==> config.mk <==
export PLATFORM = sky130hd
export DESIGN_NAME = alu_arbiter
export DESIGN_NICKNAME = d
export VERILOG_FILES = /design/src/rtl/alu_pkg.sv /design/src/rtl/rr_arbiter.sv /design/src/rtl/alu_arbiter.sv
export SDC_FILE = /design/constraint.sdc
export NUM_CORES = 1
export LEC_CHECK = 0
export BUFFER_PORTS_ARGS = -buffer_cell sky130_fd_sc_hd__buf_2
export CAP_MARGIN = 20
export CORE_MARGIN = 2
export CORE_UTILIZATION = 43
export DETAILED_ROUTE_END_ITERATION = 10
export PLACE_DENSITY_LB_ADDON = 0.12
export SYNTH_ARGS = -nofsm -noshare
export SYNTH_HDL_FRONTEND = slang
export SYNTH_SLANG_ARGS = --single-unit
==> constraint.sdc <==
create_clock -name clock -period 1.83 [get_ports clock]
set_input_delay 0.183 -clock clock [delete_from_list [all_inputs] [get_ports clock]]
set_output_delay 0.183 -clock clock [all_outputs]
set_load 0.02 [all_outputs]
==> src/rtl/alu_pkg.sv <==
// Shared definitions for the ALU and the arbiter that shares it between requesters.
package alu_pkg;

  localparam int ALU_SEL_W = 2;
  localparam int MAX_REQ   = 4;

  typedef logic [ALU_SEL_W-1:0] alu_sel_t;

  localparam alu_sel_t ALU_ADD = 2'b00;
  localparam alu_sel_t ALU_SUB = 2'b01;
  localparam alu_sel_t ALU_AND = 2'b10;
  localparam alu_sel_t ALU_OR  = 2'b11;

endpackage

==> src/rtl/rr_arbiter.sv <==
// Round-robin arbiter: searches upward from the pointer (with wrap) for the
// first active request. The pointer advances past the winner only when a
// grant is actually issued, so an idle or stalled cycle does not disturb fairness.
module rr_arbiter
  import alu_pkg::*;
#(
  parameter int NUM_REQ = 2,
  localparam int IDX_W  = (NUM_REQ > 1) ? $clog2(NUM_REQ) : 1
) (
  input  logic               clock,
  input  logic               reset_n,
  input  logic [NUM_REQ-1:0] i_req,
  input  logic               i_enable,
  output logic [NUM_REQ-1:0] o_grant,
  output logic [IDX_W-1:0]   o_grant_idx
);

  logic [IDX_W-1:0] r_ptr;
  logic             w_found;
  logic [IDX_W-1:0] w_idx;
  int               w_cand;

  // Find the first requester at or above the pointer, wrapping around.
  always_comb begin
    w_found = 1'b0;
    w_idx   = '0;
    w_cand  = 0;
    for (int off = 0; off < NUM_REQ; off++) begin
      w_cand = int'(r_ptr) + off;
      if (w_cand >= NUM_REQ) begin
        w_cand = w_cand - NUM_REQ;
      end else begin
        w_cand = w_cand;
      end
      if (!w_found && i_req[w_cand]) begin
        w_found = 1'b1;
        w_idx   = IDX_W'(w_cand);
      end else begin
        w_found = w_found;
      end
    end
  end

  // Drive the one-hot grant only when the downstream stage can take the op.
  always_comb begin
    o_grant        = '0;
    o_grant[w_idx] = w_found & i_enable;
    o_grant_idx    = w_idx;
  end

  // Pointer moves to the requester after the winner on every issued grant.
  always_ff @(posedge clock) begin
    if (!reset_n) begin
      r_ptr <= '0;
    end else if (i_enable && w_found) begin
      r_ptr <= (w_idx == IDX_W'(NUM_REQ - 1)) ? '0 : w_idx + 1'b1;
    end else begin
      r_ptr <= r_ptr;
    end
  end

endmodule

==> src/rtl/alu_arbiter.sv <==
// Shares one four-function ALU between NUM_REQ requesters. Stage 1 holds the
// granted operation and feeds the external ALU; stage 2 captures the ALU
// result and presents it to the owning requester. One op per cycle when the
// response side keeps up; backpressure stalls both stages without loss.
module alu_arbiter
  import alu_pkg::*;
#(
  parameter int NUM_REQ = 2,
  parameter int DATA_W  = 32
) (
  input  logic                      clock,
  input  logic                      reset_n,
  input  logic [NUM_REQ-1:0]        req_valid,
  output logic [NUM_REQ-1:0]        req_ready,
  input  logic [2*NUM_REQ-1:0]      req_selector,
  input  logic [DATA_W*NUM_REQ-1:0] req_data_A,
  input  logic [DATA_W*NUM_REQ-1:0] req_data_B,
  output logic [NUM_REQ-1:0]        rsp_valid,
  input  logic [NUM_REQ-1:0]        rsp_ready,
  output logic [DATA_W-1:0]         rsp_data,
  output logic                      rsp_zeroFlag,
  output logic [DATA_W-1:0]         alu_data_A,
  output logic [DATA_W-1:0]         alu_data_B,
  output logic [ALU_SEL_W-1:0]      alu_selector,
  input  logic [DATA_W-1:0]         alu_result,
  input  logic                      alu_zeroFlag
);

  localparam int IDX_W = (NUM_REQ > 1) ? $clog2(NUM_REQ) : 1;

  // Stage 1: operand register
  logic               r_op_valid;
  logic [IDX_W-1:0]   r_op_owner;
  alu_sel_t           r_op_sel;
  logic [DATA_W-1:0]  r_op_A;
  logic [DATA_W-1:0]  r_op_B;

  // Stage 2: response register
  logic [NUM_REQ-1:0] r_rsp_valid;
  logic [DATA_W-1:0]  r_rsp_data;
  logic               r_rsp_zero;

  logic               w_rsp_taken;
  logic               w_adv2;
  logic               w_can_accept;
  logic               w_arb_en;
  logic [NUM_REQ-1:0] w_grant;
  logic [IDX_W-1:0]   w_grant_idx;
  logic               w_accept;
  logic [NUM_REQ-1:0] w_owner_oh;
  alu_sel_t           w_sel_in;
  logic [DATA_W-1:0]  w_A_in;
  logic [DATA_W-1:0]  w_B_in;
  int                 w_gidx;

  // rsp_valid is one-hot, so the owner's ready is just the OR of the masked bits.
  assign w_rsp_taken  = |(r_rsp_valid & rsp_ready);
  assign w_adv2       = r_op_valid & (~(|r_rsp_valid) | w_rsp_taken);
  assign w_can_accept = ~r_op_valid | w_adv2;
  // Holding reset keeps every req_ready low regardless of pipeline state.
  assign w_arb_en     = w_can_accept & reset_n;
  assign w_accept     = |w_grant;

  rr_arbiter #(
    .NUM_REQ (NUM_REQ)
  ) u_rr_arbiter (
    .clock       (clock),
    .reset_n     (reset_n),
    .i_req       (req_valid),
    .i_enable    (w_arb_en),
    .o_grant     (w_grant),
    .o_grant_idx (w_grant_idx)
  );

  // Pick the selector and operand slices belonging to the arbitration winner.
  always_comb begin
    w_gidx   = int'(w_grant_idx);
    w_sel_in = req_selector[w_gidx*ALU_SEL_W +: ALU_SEL_W];
    w_A_in   = req_data_A[w_gidx*DATA_W +: DATA_W];
    w_B_in   = req_data_B[w_gidx*DATA_W +: DATA_W];
  end

  // Convert the stage-1 owner index into the one-hot response tag.
  always_comb begin
    w_owner_oh             = '0;
    w_owner_oh[r_op_owner] = 1'b1;
  end

  // Stage 1: load on accept, empty when the op moves on with nothing behind it.
  always_ff @(posedge clock) begin
    if (!reset_n) begin
      r_op_valid <= 1'b0;
      r_op_owner <= '0;
      r_op_sel   <= ALU_ADD;
      r_op_A     <= '0;
      r_op_B     <= '0;
    end else if (w_accept) begin
      r_op_valid <= 1'b1;
      r_op_owner <= w_grant_idx;
      r_op_sel   <= w_sel_in;
      r_op_A     <= w_A_in;
      r_op_B     <= w_B_in;
    end else if (w_adv2) begin
      r_op_valid <= 1'b0;
    end else begin
      r_op_valid <= r_op_valid;
    end
  end

  // Stage 2: capture the ALU result on advance, clear once the owner takes it.
  always_ff @(posedge clock) begin
    if (!reset_n) begin
      r_rsp_valid <= '0;
      r_rsp_data  <= '0;
      r_rsp_zero  <= 1'b0;
    end else if (w_adv2) begin
      r_rsp_valid <= w_owner_oh;
      r_rsp_data  <= alu_result;
      r_rsp_zero  <= alu_zeroFlag;
    end else if (w_rsp_taken) begin
      r_rsp_valid <= '0;
    end else begin
      r_rsp_valid <= r_rsp_valid;
    end
  end

  assign req_ready    = w_grant;
  assign rsp_valid    = r_rsp_valid;
  assign rsp_data     = r_rsp_data;
  assign rsp_zeroFlag = r_rsp_zero;
  // ALU inputs come straight from stage 1 and keep their last value when idle.
  assign alu_data_A   = r_op_A;
  assign alu_data_B   = r_op_B;
  assign alu_selector = r_op_sel;

endmodule

==> results of run 1 <==
-- power groups by stage --
stage | registers [mW] | logic, mW | clock network, mW
finish | 2.58 | 1.27 | 1.50
global placement | 2.63 | 1.25 | 0
CTS | 2.58 | 1.28 | 1.55
detailed placement | 2.63 | 1.28 | 0
global route | 2.61 | 1.38 | 1.65
floorplan | 2.88 | 0.494 | 0
-- flip-flops by register name, indices dropped and copies added (netlist names) --
register / cells
alu_data_A: 32
u_rr_arbiter.r_ptr: 1
alu_data_B: 32
r_op_owner: 1
rsp_zeroFlag: 1
alu_selector: 2
rsp_data: 32
rsp_valid: 2
r_op_valid: 1
-- per-layer routing --
metal,routed length (µm),up-vias
met5,0,-
met4,305,0
met3,857,24
met2,6110,168
met1,5290,1977
li1,-,2230
-- cells in the final DEF, fill, tap and decap left out, types with 2 or more instances in the layout --
cell type / instances
o21ai_1: 22
mux2i_1: 66
dfxtp_1: 104
o21ai_0: 79
buf_4: 7
buf_12: 7
o211ai_2: 20
buf_2: 271
clkinv_4: 2
o211ai_1: 46
nor2_1: 3
nand3_1: 35
nand2_1: 38
clkbuf_8: 10
-- cells by family after synthesis --
| group | share of synthesized area, % |
|---|---|
| AOI/OAI and AO/OA | 25.7 |
| muxes | 14.7 |
| buffers and inverters | 5.52 |
| DFF | 46.2 |
| and+or+nand+nor | 7.97 |
-- repair_timing --
| action | CTS | global route |
|---|---|---|
| buffers inserted | 0 | 1 |
| resized for setup | 0 | 1 |
| setup endpoints to repair | 0 | 1 |
| hold buffers | 0 | 0 |
-- how the worst max path moves through the flow --
stage | start | to | slack (ns) | depth (start not counted)
finish | rsp_valid[1] | req_ready[1] | 0.12 | 5
global placement | rsp_valid[1] | alu_data_B[19] | 0.34 | 5
global route | rsp_valid[1] | req_ready[0] | 0.02 | 5
detailed placement | rsp_valid[1] | alu_data_A[7] | 0.28 | 5
floorplan | rsp_valid[1] | alu_data_A[24] | 0.28 | 7
CTS | rsp_valid[1] | req_ready[1] | 0.11 | 5
-- per-stage QoR --
step / cell area (µm²) / cells
floorplan: 4510 / 476
global placement: 5990 / 845
global route: 6210 / 862
finish: 6210 / 863
CTS: 6200 / 861
detailed placement: 5990 / 845
-- cell type report --
type / instances / share of cell area [%]
Clock buffer: 10 / 2.22
Sequential cell: 104 / 33.5
Antenna cell: 1 / 0.0403
Clock inverter: 6 / 1.21
Tap cell: 136 / 2.74
Multi-Input combinational cell: 320 / 35.3
Inverter: 1 / 0.0604
Timing Repair Buffer: 285 / 24.9
-- worst register-to-register path, stage by stage (launching register included) --
cell,delay [ns]
dfxtp_1,0.35
a22oi_2,0.24
buf_4,0.15
and3_2,0.28
buf_12,0.27
o211ai_1,0.17
o21ai_0,0.12
==> impl_metrics.tcl, run 1 <==
set metrics [dict create \
    multi_input_area_um2 2190 \
    drt_pre_antenna_iters 4 \
    hp-start "alu_result[5]" \
    worst_pin_slew_ns 0.584 \
    drv_cap 0 \
    r2r_slack_ns 0.19 \
    rsz0062_at_grt "no" \
    clock_path_buffers 2 \
    busiest_layer "met2" \
    seq_area_um2 2080 \
    fp.dieArea_um2 11300 \
    ys_types 25 \
    grtUsageMet2_pct 37.3 \
    cts_root_buf "clkbuf_8" \
    setup_tns_ns 0 \
    path_delay_family "simple AND/OR/NAND/NOR gates" \
    ctsHtreeMaxLevel 3 \
    synthFlopType "dfxtp_1" \
    cp_cell_sequence "or2_1, nand3_1, nand2_1, nor2_1, buf_2" \
    drc 0 \
    yosysWarningCount 0 \
    clkSinkCount 104 \
    power_mw 5.35 \
    slowest_stage "dfxtp_1" \
    clk_pin_slew_worst_paths_ns 0.11 \
    ir_drop_mv 0.434 \
    die_h_um 106 \
    reg2reg_from "rsp_valid[0]" \
    synth_cells 476 \
    core_um2 10200 \
    final_core_util_pct 60.7 \
    synth-async-reset-ratio_pct 0 \
    grt_pass1_wl_um 19900 \
    place_ws_ns 0.275 \
    finalHoldViolations 0 \
    rr_worst_depth 6 \
    cts_tree "yes" \
    period_share_pct 93.3 \
    dp_hpwl_um 9200 \
    grt_pass1_vias 4232 \
    internal_power_mw 3.66 \
    synth_edf_count 0 \
    ant_nets 0 \
    syn_nets 647 \
    path_max_fanout 4 \
    io_pins 274 \
    yosys-top-cells-count "104 x dfxtp_1, 79 x o21ai_0, 66 x mux2i_1" \
    initial_core_util_pct 44.1 \
    synth.avg_cell_area_um2 9.47 \
    whs_ns 0.0566 \
    gr-total-overflow 0 \
    worst-path-buf-inv 1 \
    min_period_ns 1.71 \
    whs_path_depth 3 \
    powerDensity_nw_per_um2 861 \
    drive_gt1_share_pct 45.0 \
    dr_total_vias 4399 \
    syn_area_um2 4510 \
    synth.most_common_cell "dfxtp_1" \
    synthToLayoutAreaGrowth_pct 37.8 \
    cts_inserted_buffers 9 \
    p_sw_share_pct 31.5 \
    worstSkewPairLatency_ns 0.36 \
    finalClockSkew_ns 0.0126 \
    synth_area_leaders "dfxtp_1 46%, mux2i_1 15%, o21ai_0 8.8%, o211ai_1 7.7%, o211ai_2 5.6%" \
    met3_usage_pct 4.78 \
    switchingPower_mw 1.68 \
    die_x_um 106 \
    synth_top_cell_by_area "dfxtp_1" \
    fillers 955 \
    path_class "reg2out" \
    pwr-share-clk_pct 28.1 \
    rows 37 \
    port_buffers 273 \
    hp-class "in2reg" \
    outcome "finished, final reports clean" \
    max_freq_ghz 0.586 \
    via_per_inst 5.10 \
    routedWlPerCell_um 14.6 \
    nNetsFinal 892 \
    synth-seq-cells 104 \
    drt_iter0_markers 225 \
    critPathLaunchType "flip-flop" \
    antenna_found_initial 0 \
    whs_endpoint "rsp_data[5]" \
    postLayoutSetupSlackWorst_ns 0.122 \
    grt_max_degree 88 \
    grt_util_met1_pct 26.3 \
    synth_top_area_share_pct 46.2 \
    cpPeakStageDelay_ns 0.35 \
    setup.worst_path.end_class "output pin" \
    place_congestion 0.772 \
    rr_endpoint "alu_data_A[12]" \
    cp_data_arrival_time_ns 1.52 \
    drt-total-wl_um 12600 \
    pwr-share-seq_pct 48.3 \
    cellLeakagePower_nw 3.14 \
    comb_power_share_pct 23.7 \
    final_max_slew_viol_count 0 \
    grt_usage_pct 21.7 \
    required_ns 1.65 \
    yosysSeqAreaShare_pct 46.2 \
    finalSetupViolCount 0 \
    max-slew-margin-rel_pct 61.1 \
]
No activity file was read; power rests on OpenSTA's default activity.
==> run 2: changes to the inputs <==
--- a/config.mk
+++ b/config.mk
@@ -5,11 +5,12 @@
 export SDC_FILE = /design/constraint.sdc
 export NUM_CORES = 1
 export LEC_CHECK = 0
-export BUFFER_PORTS_ARGS = -buffer_cell sky130_fd_sc_hd__buf_2
+export ABC_CLOCK_PERIOD_IN_PS = 1830
 export CAP_MARGIN = 20
-export CORE_MARGIN = 2
-export CORE_UTILIZATION = 43
+export CORE_AREA = 2 2 107 109
 export DETAILED_ROUTE_END_ITERATION = 10
+export DIE_AREA = 0 0 109 111
+export DONT_BUFFER_PORTS = 1
 export PLACE_DENSITY_LB_ADDON = 0.12
 export SYNTH_ARGS = -nofsm -noshare
 export SYNTH_HDL_FRONTEND = slang
==> run 2 against run 1 <==
Maximum frequency decreased by 2.0%. Core utilization decreased by 11 points. Cell area decreased by 12%. Cell count decreased by 25%. Power increased by 0.86%. Critical endpoint is now req_ready[0]. Combinational power decreased by 46%. First-iteration DRC count decreased by 11%. Count of clock-buffer cells in the layout unchanged.
==> impl_metrics.tcl, run 2 (synthesis gave the netlist of run 1 again) <==
set metrics [dict create \
    outcome "finished, final reports clean" \
    powerDensity_nw_per_um2 985 \
    gr-total-overflow 0 \
    rr_endpoint "alu_data_A[12]" \
    path_max_fanout 4 \
    drive_gt1_share_pct 10.6 \
    clk_pin_slew_worst_paths_ns 0.07 \
    seq_area_um2 2080 \
    fillers 983 \
    setup.worst_path.end_class "output pin" \
    final_cell_mix "103 x dfxtp_1, 79 x o21ai_0, 66 x mux2i_1" \
    rows 39 \
    worstSkewPairLatency_ns 0.34 \
    grt_max_degree 77 \
    power_mw 5.39 \
    cts_tree "yes" \
    n_antenna_cell 0 \
    finalHoldViolations 0 \
    die_h_um 111 \
    final_core_util_pct 49.5 \
    clkSinkCount 104 \
    cts_root_buf "clkbuf_16" \
    synthToLayoutAreaGrowth_pct 21.5 \
    period_share_pct 95.2 \
    drv_cap 0 \
    io_pins 274 \
    core_um2 11100 \
    port_buffers 0 \
    rsz0062_at_grt "yes" \
    grt_pass1_vias 3495 \
    final_max_slew_viol_count 0 \
    die_x_um 109 \
    max_freq_ghz 0.574 \
    initial_core_util_pct 40.7 \
    fp.dieArea_um2 12100 \
    cts_inserted_buffers 9 \
    finalSetupViolCount 0 \
    critPathLaunchType "flip-flop" \
    cp_data_arrival_time_ns 1.56 \
    rr_worst_depth 5 \
    drc 0 \
    mostFrequentLayoutCell "dfxtp_1" \
    dp_hpwl_um 7450 \
    finalClockSkew_ns 0.00909 \
    drt-total-wl_um 12300 \
    worstSetupStartpoint "rsp_valid[1]" \
    multi_input_area_um2 2200 \
    ant_nets 0 \
    place_congestion 0.753 \
    drt_iter0_markers 201 \
    postLayoutSetupSlackWorst_ns 0.0874 \
    min_period_ns 1.74 \
    nNetsFinal 674 \
    drt_pre_antenna_iters 6 \
    worst_pin_slew_ns 0.482 \
    ir_drop_mv 0.605 \
    ctsHtreeMaxLevel 3 \
    crit_end "req_ready[0]" \
    grt_usage_pct 19.4 \
    hp-class "in2reg" \
    via_per_inst 5.67 \
    setup_tns_ns 0 \
    cts_setup_buffers 0 \
    cellLeakagePower_nw 2.17 \
    place_ws_ns 0.190 \
    routedWlPerCell_um 18.9 \
    grt_pass1_wl_um 18200 \
    path_class "reg2out" \
    antenna_found_initial 0 \
    dr_total_vias 3688 \
    clock_path_buffers 2 \
    required_ns 1.65 \
    r2r_slack_ns 0.19 \
    reg2reg_from "rsp_valid[1]" \
    max-slew-margin-rel_pct 67.8 \
]
-- run 2: what timing repair did --
action,CTS,global route
setup endpoints to repair,2,2
resized for setup,0,3
hold buffers,59,0
cloned,0,0
hold endpoints to repair,56,0
pin swaps,0,0
-- run 2: routing by layer --
layer  wire (µm)  track usage (%)  up-vias
met5           0                0        -
met4         230             8.29        0
met3        1140             6.41       17
met2        6020             32.3      166
met1        4910             22.4     1702
li1            -                -     1803
-- run 2: how the worst min path moves through the flow --
stage | start | slack (ns) | end | cells past startpoint
floorplan | alu_result[0] | 0.32 | rsp_data[0] | 2
global placement | reset_n | 0.32 | rsp_valid[0] | 1
detailed placement | reset_n | 0.32 | rsp_valid[0] | 1
CTS | reset_n | 0.00006 | alu_data_B[20] | 2
global route | reset_n | 0.004 | alu_data_B[13] | 2
finish | reset_n | 0.01 | alu_data_B[13] | 2
-- run 2: where the power goes --
group | total, mW | internal, mW | switching (mW)
combinational | 0.686 | 0.319 | 0.367
sequential | 2.89 | 2.47 | 0.412
clock | 1.82 | 0.963 | 0.860
-- run 2: worst max-delay path, cell delays in order (launching register included) --
cell and delay, ns:
dfxtp_1 0.40, or2_1 0.30, nand3_1 0.13, nand2_1 0.12, nor2_2 0.27
-- run 2: final cells by class --
type	count	share of cell area, %
clock buffer	10	4.36
clock inverter	6	0.822
inverter	1	0.0685
multi-input combinational	320	40.1
sequential	104	38.0
tap	143	3.27
timing repair buffer	67	13.3
-- run 2: metrics by stage --
stage	instance area, µm²	instances	hold WS, ns
2_1_floorplan	4510	476	0.323
3_5_place_dp	4580	576	0.323
6_report	5480	651	0.0136
3_3_place_gp	4580	576	0.317
4_1_cts	5470	651	0.0000612
5_1_grt	5480	651	0.00417
==> run 3: changes to the inputs <==
--- a/config.mk
+++ b/config.mk
@@ -5,12 +5,13 @@
 export SDC_FILE = /design/constraint.sdc
 export NUM_CORES = 1
 export LEC_CHECK = 0
-export ABC_CLOCK_PERIOD_IN_PS = 1830
+export ABC_CLOCK_PERIOD_IN_PS = 1720
 export CAP_MARGIN = 20
 export CORE_AREA = 2 2 107 109
 export DETAILED_ROUTE_END_ITERATION = 10
 export DIE_AREA = 0 0 109 111
 export DONT_BUFFER_PORTS = 1
+export GPL_TIMING_DRIVEN = 0
 export PLACE_DENSITY_LB_ADDON = 0.12
 export SYNTH_ARGS = -nofsm -noshare
 export SYNTH_HDL_FRONTEND = slang
==> constraint.sdc (replaced) <==
create_clock -name clock -period 1.72 [get_ports clock]
set_input_delay 0.172 -clock clock [delete_from_list [all_inputs] [get_ports clock]]
set_output_delay 0.172 -clock clock [all_outputs]
set_load 0.02 [all_outputs]
==> run 3 against run 2 <==
Sequential power rose by 6%. Setup slack got worse by 0.0072 ns. Clock skew rose by 0.0010 ns. Count of clock-buffer cells in the layout rose by 1. Largest cell class unchanged. Largest power group unchanged. Die area did not move.
==> impl_metrics.tcl, run 3 (synthesis gave the netlist of run 1 again) <==
set metrics [dict create \
    postLayoutSetupSlackWorst_ns 0.0802 \
    n_antenna_cell 0 \
    drc 0 \
    max_freq_ghz 0.610 \
    period_share_pct 95.3 \
    fillers 1062 \
    cp_cell_sequence "or2_4, nand3_1, nand2_2, nor2_4" \
    clock_path_buffers 2 \
    cellLeakagePower_nw 2.25 \
    r2r_slack_ns 0.09 \
    pwr-share-clk_pct 34.4 \
    worstSkewPairLatency_ns 0.35 \
    mostFrequentLayoutCell "dfxtp_1" \
    comb_power_share_pct 13.5 \
    final_cell_mix "102 x dfxtp_1, 79 x o21ai_0, 66 x mux2i_1" \
    p_sw_share_pct 31.2 \
    drv_cap 0 \
    drt_pre_antenna_iters 4 \
    clkSinkCount 104 \
    die_h_um 111 \
    power_mw 5.89 \
    critPathLaunchType "flip-flop" \
    rsz0062_at_grt "yes" \
    antenna_found_initial 0 \
    switchingPower_mw 1.84 \
    io_pins 274 \
    synthToLayoutAreaGrowth_pct 22.0 \
    cts_tree "yes" \
    dr_total_vias 3850 \
    rr_endpoint "rsp_data[21]" \
    drt-total-wl_um 13300 \
    cpPeakStageDelay_ns 0.38 \
    final_max_slew_viol_count 0 \
    hp-start "req_data_B[1]" \
    pwr-share-seq_pct 52.2 \
    dp_hpwl_um 10000 \
    nNetsFinal 701 \
    ir_drop_mv 0.515 \
    gr-total-overflow 0 \
    port_buffers 0 \
    die_x_um 109 \
    cts_inserted_buffers 9 \
    required_ns 1.55 \
    finalHoldViolations 0 \
    internal_power_mw 4.05 \
    cts_root_buf "clkbuf_16" \
    via_per_inst 5.68 \
    powerDensity_nw_per_um2 1070 \
    slowest_stage "dfxtp_4" \
    rr_worst_depth 6 \
    max-slew-margin-rel_pct 53.9 \
    cp_data_arrival_time_ns 1.47 \
    grt_pass1_wl_um 19800 \
    finalSetupViolCount 0 \
    grt_pass1_vias 3747 \
    grt_usage_pct 21.3 \
    ant_nets 0 \
    whs_endpoint "alu_data_B[1]" \
    drt_iter0_markers 165 \
    core_um2 11100 \
    outcome "finished, final reports clean" \
    routedWlPerCell_um 19.6 \
    ctsHtreeMaxLevel 3 \
    fp.dieArea_um2 12100 \
    path_class "reg2out" \
    worst_pin_slew_ns 0.692 \
    clk_pin_slew_worst_paths_ns 0.08 \
    min_period_ns 1.64 \
    initial_core_util_pct 40.7 \
    whs_path_depth 2 \
    reg2reg_from "rsp_valid[1]" \
    rows 39 \
    finalClockSkew_ns 0.0101 \
    path_max_fanout 4 \
    hp-class "in2reg" \
    setup.worst_path.end_class "output pin" \
    drive_gt1_share_pct 14.4 \
    place_ws_ns -0.234 \
    place_congestion 0.778 \
    grt_max_degree 18 \
]
[run 3: cell count changes in the layout (fill, tap and decap cells not counted), moves of 2 or more]
| cell | previous run | this run |
|---|---|---|
| buf_12 | 5 | 2 |
| clkbuf_2 | 0 | 2 |
| clkbuf_1 | 0 | 20 |
| buf_6 | 0 | 2 |
| nor2_2 | 2 | 0 |
| dlygate4sd3_1 | 58 | 41 |
| clkinvlp_4 | 3 | 0 |
| dfxtp_4 | 0 | 2 |
| buf_1 | 0 | 3 |
| clkbuf_4 | 0 | 7 |
| buf_2 | 0 | 12 |
[run 3: final cells by class]
class / instances / area, µm² / area share [%]
multi-input cells: 320 / 2210 / 40.2
well taps: 143 / 179 / 3.25
flip-flops and latches: 104 / 2090 / 38.0
plain buffers: 51 / 302 / 5.48
clock inverters: 5 / 40.0 / 0.728
clock buffers: 11 / 253 / 4.59
repair buffers: 43 / 425 / 7.73
inverters: 1 / 3.75 / 0.0682
[run 3: critical path: cells and delay by family, from the launching register on]
| family | cells | cell delay (ns) |
|---|---|---|
| DFF | 1 | 0.38 |
| and+or+nand+nor | 4 | 0.73 |
[run 3: per-stage QoR]
step	instances	hold slack (ns)	TNS (ns)	area [µm²]	utilization (%)
floorplan	476	0.312	0	4510	-
global placement	619	0.316	-7.36	4690	42.3
detailed placement	619	0.319	-7.71	4690	42.3
global route	678	0.0143	-0.192	5500	49.7
finish	678	0.00575	0	5500	49.7
CTS	673	0.000694	0	5410	48.9
[run 3: what timing repair did]
item,4_1_cts,5_1_grt
buffers inserted,0,2
setup endpoints to repair,51,80
resized for setup,19,15
pin swaps,4,3
hold buffers,38,3
hold endpoints to repair,36,2
[run 3: power by group through the flow]
stage | clock network, mW | logic (mW) | registers [mW]
detailed placement | 0 | 0.682 | 3.13
finish | 2.02 | 0.793 | 3.07
global route | 2.17 | 0.884 | 3.10
global placement | 0 | 0.664 | 3.13
CTS | 2.05 | 0.773 | 3.08
floorplan | 0 | 0.525 | 3.07
[run 3: worst max path at each step]
stage / startpoint / end
4_1_cts: rsp_valid[1] / alu_data_B[22]
3_5_place_dp: rsp_valid[0] / alu_data_B[8]
3_3_place_gp: rsp_valid[0] / alu_data_B[9]
6_report: rsp_valid[1] / req_ready[1]
5_1_grt: rsp_valid[0] / alu_data_B[20]
2_1_floorplan: rsp_valid[1] / alu_data_A[24]
[run 3: metal layers]
layer	share of wire, %	vias to the layer above	track usage (%)
met5	0	-	0
met4	1.5	0	6.84
met3	8.8	14	7.00
met2	49	169	35.9
met1	41	1808	25.1
li1	-	1859	-
